**src/rtl/machine_timer_if.sv**
```systemverilog
// machine_timer_if: request/response register port between the core load/store path and the machine timer
// Ports (signals):
//   i_req_valid/i_req_write/i_req_addr/i_req_wdata : request from the core (master drives)
//   o_req_ready                                     : timer accepts a request (slave drives)
//   o_resp_valid/o_resp_rdata/o_resp_err            : response from the timer (slave drives)
//   i_resp_ready                                    : core consumes the response (master drives)
interface machine_timer_if #(
    parameter int DATA_WIDTH = 64,
    parameter int ADDR_WIDTH = 2
);
    logic                  i_req_valid;
    logic                  i_req_write;
    logic [ADDR_WIDTH-1:0] i_req_addr;
    logic [DATA_WIDTH-1:0] i_req_wdata;
    logic                  o_req_ready;
    logic                  o_resp_valid;
    logic                  i_resp_ready;
    logic [DATA_WIDTH-1:0] o_resp_rdata;
    logic                  o_resp_err;
    modport master (
        output i_req_valid, i_req_write, i_req_addr, i_req_wdata, i_resp_ready,
        input  o_req_ready, o_resp_valid, o_resp_rdata, o_resp_err
    );
    modport slave (
        input  i_req_valid, i_req_write, i_req_addr, i_req_wdata, i_resp_ready,
        output o_req_ready, o_resp_valid, o_resp_rdata, o_resp_err
    );
endinterface

```
**src/rtl/machine_timer.sv**
```systemverilog
// machine_timer: free-running 64-bit mtime with prescaler, mtimecmp compare and timer-interrupt level
// Ports:
//   clk              : clock
//   arst             : asynchronous active-high reset
//   bus              : register request/response port (0 = mtime, 1 = mtimecmp, 2 = control, 3 = unmapped)
//   o_timer_int_call : registered level, enable & (mtime >= mtimecmp)
module machine_timer #(
    parameter int DATA_WIDTH  = 64,
    parameter int ADDR_WIDTH  = 2,
    parameter int PRESC_WIDTH = 8
) (
    input  logic                 clk,
    input  logic                 arst,
    machine_timer_if.slave       bus,
    output logic                 o_timer_int_call
);
    typedef enum logic {IDLE, RESP} state_t;
    state_t                 state, state_n;
    logic [DATA_WIDTH-1:0]  mtime, mtimecmp, rdata, rd_val, ctrl_rd;
    logic [PRESC_WIDTH-1:0] div, presc;
    logic                   en, err, irq, accept, tick;
    always_comb begin
        state_n = state == IDLE ? (bus.i_req_valid ? RESP : IDLE) : (bus.i_resp_ready ? IDLE : RESP);
        accept  = state == IDLE && bus.i_req_valid;
        tick    = en && presc == div;
        ctrl_rd = {{(DATA_WIDTH-8-PRESC_WIDTH){1'b0}}, div, 7'b0, en};
        rd_val  = bus.i_req_addr == ADDR_WIDTH'(0) ? mtime :
                  bus.i_req_addr == ADDR_WIDTH'(1) ? mtimecmp :
                  bus.i_req_addr == ADDR_WIDTH'(2) ? ctrl_rd : '0;
    end
    // Register writes come after the counting updates so a same-edge write wins over a tick.
    always_ff @(posedge clk or posedge arst) begin
        if (arst) begin
            state    <= IDLE;
            mtime    <= '0;
            mtimecmp <= '1;
            en       <= 1'b0;
            div      <= '0;
            presc    <= '0;
            rdata    <= '0;
            err      <= 1'b0;
            irq      <= 1'b0;
        end else begin
            state <= state_n;
            irq   <= en & (mtime >= mtimecmp);
            if (en) begin
                presc <= tick ? '0 : presc + 1'b1;
                if (tick) mtime <= mtime + 1'b1;
            end
            if (accept) begin
                rdata <= bus.i_req_write ? '0 : rd_val;
                err   <= bus.i_req_addr == ADDR_WIDTH'(3);
                if (bus.i_req_write && bus.i_req_addr == ADDR_WIDTH'(0)) mtime <= bus.i_req_wdata;
                if (bus.i_req_write && bus.i_req_addr == ADDR_WIDTH'(1)) mtimecmp <= bus.i_req_wdata;
                if (bus.i_req_write && bus.i_req_addr == ADDR_WIDTH'(2)) begin
                    en    <= bus.i_req_wdata[0];
                    div   <= bus.i_req_wdata[8 +: PRESC_WIDTH];
                    presc <= '0;
                end
            end
        end
    end
    assign bus.o_req_ready  = state == IDLE;
    assign bus.o_resp_valid = state == RESP;
    assign bus.o_resp_rdata = rdata;
    assign bus.o_resp_err   = err;
    assign o_timer_int_call = irq;
endmodule
```
**src/flat_wrapper.sv**
```systemverilog
// flat-port wrapper written by rule: the top's interface ports become plain ports
module machine_timer_flat 
#(
    parameter int DATA_WIDTH  = 64,
    parameter int ADDR_WIDTH  = 2,
    parameter int PRESC_WIDTH = 8
)
  (clk, arst, o_timer_int_call, bus_i_req_valid, bus_i_req_write, bus_i_req_addr, bus_i_req_wdata, bus_i_resp_ready, bus_o_req_ready, bus_o_resp_valid, bus_o_resp_rdata, bus_o_resp_err);
  machine_timer_if #(.DATA_WIDTH(DATA_WIDTH), .ADDR_WIDTH(ADDR_WIDTH)) bus_i ();
  input  logic clk;
  input  logic arst;
  output logic o_timer_int_call;
  input wire logic [$bits(bus_i.i_req_valid)-1:0] bus_i_req_valid;
  input wire logic [$bits(bus_i.i_req_write)-1:0] bus_i_req_write;
  input wire logic [$bits(bus_i.i_req_addr)-1:0] bus_i_req_addr;
  input wire logic [$bits(bus_i.i_req_wdata)-1:0] bus_i_req_wdata;
  input wire logic [$bits(bus_i.i_resp_ready)-1:0] bus_i_resp_ready;
  output wire logic [$bits(bus_i.o_req_ready)-1:0] bus_o_req_ready;
  output wire logic [$bits(bus_i.o_resp_valid)-1:0] bus_o_resp_valid;
  output wire logic [$bits(bus_i.o_resp_rdata)-1:0] bus_o_resp_rdata;
  output wire logic [$bits(bus_i.o_resp_err)-1:0] bus_o_resp_err;
  assign bus_i.i_req_valid = bus_i_req_valid;
  assign bus_i.i_req_write = bus_i_req_write;
  assign bus_i.i_req_addr = bus_i_req_addr;
  assign bus_i.i_req_wdata = bus_i_req_wdata;
  assign bus_i.i_resp_ready = bus_i_resp_ready;
  assign bus_o_req_ready = bus_i.o_req_ready;
  assign bus_o_resp_valid = bus_i.o_resp_valid;
  assign bus_o_resp_rdata = bus_i.o_resp_rdata;
  assign bus_o_resp_err = bus_i.o_resp_err;
  machine_timer #(.DATA_WIDTH(DATA_WIDTH), .ADDR_WIDTH(ADDR_WIDTH), .PRESC_WIDTH(PRESC_WIDTH)) u_core (.clk(clk), .arst(arst), .bus(bus_i), .o_timer_int_call(o_timer_int_call));
endmodule
```
**config.mk**
```make
export PLATFORM = sky130hd
export DESIGN_NAME = machine_timer_flat
export DESIGN_NICKNAME = d
export VERILOG_FILES = /design/src/rtl/machine_timer_if.sv /design/src/rtl/machine_timer.sv /design/src/flat_wrapper.sv
export SDC_FILE = /design/constraint.sdc
export NUM_CORES = 1
export LEC_CHECK = 0
export ABC_AREA = 1
export BUFFER_PORTS_ARGS = -buffer_cell sky130_fd_sc_hd__buf_2
export CAP_MARGIN = 5
export CORE_UTILIZATION = 50
export CTS_CLUSTER_DIAMETER = 80
export CTS_CLUSTER_SIZE = 20
export DETAILED_ROUTE_END_ITERATION = 10
export PLACE_DENSITY = 0.7
export SYNTH_ARGS = -nofsm -noshare
export SYNTH_HDL_FRONTEND = slang
export SYNTH_SLANG_ARGS = --single-unit
```
**constraint.sdc**
```tcl
create_clock -name clk -period 9.9 [get_ports clk]
set_input_delay 0.99 -clock clk [delete_from_list [all_inputs] [get_ports clk]]
set_output_delay 0.99 -clock clk [all_outputs]
set_load 0.05 [all_outputs]
```
==> reports/metrics.yaml <==
hp-class: "reg -> reg"
drv_cap: 0
slew_headroom_pct: 37.74
r2r_slack_ps: 6600
grt_pass1_wl_um: 61530
reg2reg_to: "u_core.mtime[1]"
gp_congestion: 0.9515
setup_tns_ps: 0
min_to: "u_core.bus.o_resp_rdata[55]"
whs_path_depth: 2
fill_cells: 2481
p_per_area_nw_per_um2: 234.7
start_util_pct: 51.64
cp-start-kind: "input pin"
syn_area_um2: 13150
first_iter_violations: 887
grtUsageTotal_pct: 28.86
clkTransAtPathRegs_ps: 80
cts_buffers: 15
netlist_instances: 1838
rsz0062_at_grt: "false"
cts_buffer_depth: 3
critical_path_class: "in -> reg"
yosys_warnings: 0
fp.dieW_um: 164.2
max_freq_ghz: 0.2875
hold_ws_ps: 476.8
final_cells: 2270
status: "finished clean"
cts_hold_buf: 0
dieArea_um2: 26960
area_growth_pct: 10.25
end_kind: "register"
multi_input_area_um2: 6640
fin_skew_ps: 22.66
drtPass1Iterations: 6
max-vdd-ir-drop_v: 0.0001602
htreeDepth: 1
post_cts_buffers: 0
grt_pass1_vias: 11720
required_ps: 10290
period_minus_slack_ps: 3478
num_rows: 58
dpl.hpwl_um: 27790
antenna_found_initial: 0
die_y_um: 164.2
dp.cells: 2246
ant_nets: 0
critPathMaxFanout: 84
hold_viol_final: 0
rr_worst_depth: 10
ioPinCount: 139
core-area_um2: 25470
ys.flop_type: "dfrtp_1"
drc: 0
synth_async_sr_flop_share_pct: 100.0
clkSinkCount: 212
reg2reg_from: "u_core.bus.o_resp_valid"
report.final.slew_viol_count: 0
drive_above_1_share_pct: 13.92
nets: 2070
port_buffers: 138
yosysSeqAreaShare_pct: 40.94
crit_arrival_ps: 3870
seqCellArea_um2: 5385
min-delay-start: "u_core.bus.o_resp_rdata[55]"
leakage_nw: 7.190
setup_viol: 0
vias: 12140
synth_nets: 1975
insertion_delay_ps: 510
avgSynthCellArea_um2: 7.156
diodes: 0
grt_max_degree: 109
cts_tree: "yes"
cts_resized: 0
ys_ff_latch: 212
worst_pin_slew_ps: 933.9
viasPerCell: 5.347
grt_overflow: 0
cts-root-buf: "clkbuf_16"
finalCritPeriodShare_pct: 35.13
ys_types: 41
wire_per_inst_um: 16.72
routed_wirelength_um: 37950
synth-edff-count: 0
-- through the flow --
stage	area, um2	total power, mW	setup WS [ps]	utilization (%)
after floorplan	13150	2.360	3222	-
after global placement	14010	2.677	5957	55.01
after detailed placement	14010	2.730	5836	55.01
after CTS	14500	3.412	6376	56.93
after global routing	14500	3.673	6144	56.93
final	14500	3.403	6422	56.93
-- cell usage after synthesis, types with 5 or more instances --
master / number / area share [%]
nor2_1: 168 / 4.8
inv_1: 206 / 5.9
buf_4: 12 / 0.68
dfstp_2: 64 / 13
nand4_1: 8 / 0.38
o22ai_1: 58 / 2.8
nand2_1: 635 / 18
nor2_2: 5 / 0.24
a21oi_1: 49 / 1.9
clkbuf_1: 32 / 0.91
a31oi_1: 6 / 0.29
nand3_1: 116 / 4.4
or2_2: 14 / 0.67
o21ai_1: 5 / 0.19
buf_2: 20 / 0.76
mux2i_1: 10 / 0.76
xnor2_1: 7 / 0.47
nor3_1: 7 / 0.27
ha_1: 66 / 6.3
buf_1: 5 / 0.14
dfrtp_1: 148 / 28
o21ai_0: 129 / 4.9
xor2_1: 37 / 2.5
-- where the power goes --
part | switching (mW) | internal (mW) | leakage [nW] | total, mW
Sequential | 0.237 | 1.16 | 2.53 | 1.40
Combinational | 0.881 | 0.460 | 4.43 | 1.34
Clock | 0.321 | 0.343 | 0.237 | 0.664
Total | 1.44 | 1.96 | 7.19 | 3.40
-- kinds of logic after synthesis --
kind of cell | after synthesis | share of synthesized area [%]
and+or+nand+nor | 967 | 29.81
buffers and inverters | 282 | 8.695
AOI/OAI and AO/OA | 257 | 10.58
DFF | 212 | 40.94
adders and majority gates | 66 | 6.279
xor gates and xnor gates | 44 | 2.930
muxes | 10 | 0.7611
-- critical path: stages --
cell and delay (ps):
buf_2 100, nand2_2 50, buf_4 580, inv_2 40, buf_4 340, nand2_2 130, buf_4 640, inv_2 590
a21oi_1 270, a21oi_1 100
-- cell type report --
| cell class | instances | share of cell area, % |
|---|---|---|
| clock inverter | 6 | 0.6385 |
| clock buffer | 18 | 2.735 |
| tap | 330 | 2.848 |
| inverter | 211 | 5.514 |
| multi-input combinational | 1344 | 45.79 |
| timing repair buffer | 149 | 5.333 |
| sequential | 212 | 37.14 |
-- flip-flops by register name (all words and copies together) (netlist names) --
signal / count
u_core.mtime: 64
u_core.bus.o_resp_valid: 1
u_core.presc: 8
u_core.mtimecmp: 64
u_core.div: 8
u_core.bus.o_resp_rdata: 64
u_core.en: 1
u_core.bus.o_resp_err: 1
u_core.o_timer_int_call: 1
-- cells in the final DEF, fill, tap and decap left out, drive strengths merged, types with 6 or more instances in the layout --
| cell | count |
|---|---|
| clkbuf | 18 |
| ha | 66 |
| nor3 | 8 |
| nand2 | 636 |
| a21oi | 49 |
| nand4 | 8 |
| xnor2 | 7 |
| nand3 | 118 |
| mux2i | 10 |
| or2 | 14 |
| dfstp | 64 |
| buf | 149 |
| o22ai | 58 |
| nor2 | 177 |
| dfrtp | 148 |
| inv | 210 |
| a31oi | 6 |
| xor2 | 37 |
| o21ai | 134 |
-- worst max-delay path by stage --
stage	slack [ps]	cells past startpoint	start	endpoint
2_1_floorplan	3220	1	arst	u_core.bus.o_resp_err
3_3_place_gp	5960	10	bus_i_req_valid	u_core.mtime[1]
3_5_place_dp	5840	10	bus_i_req_valid	u_core.mtime[1]
4_1_cts	6380	10	bus_i_req_valid	u_core.mtime[1]
5_1_grt	6140	10	bus_i_req_valid	u_core.mtime[1]
6_report	6420	10	bus_i_req_valid	u_core.mtime[1]
-- routing by layer --
| layer | GRT usage, % | up-vias | wire, um |
|---|---|---|---|
| met5 | 0 | - | 0 |
| met4 | 5.850 | 0 | 590 |
| met3 | 3.081 | 43 | 2235 |
| met2 | 47.41 | 351 | 17480 |
| met1 | 41.09 | 5705 | 17640 |
| li1 | - | 6039 | - |
No activity file was read; power rests on OpenSTA's default activity.
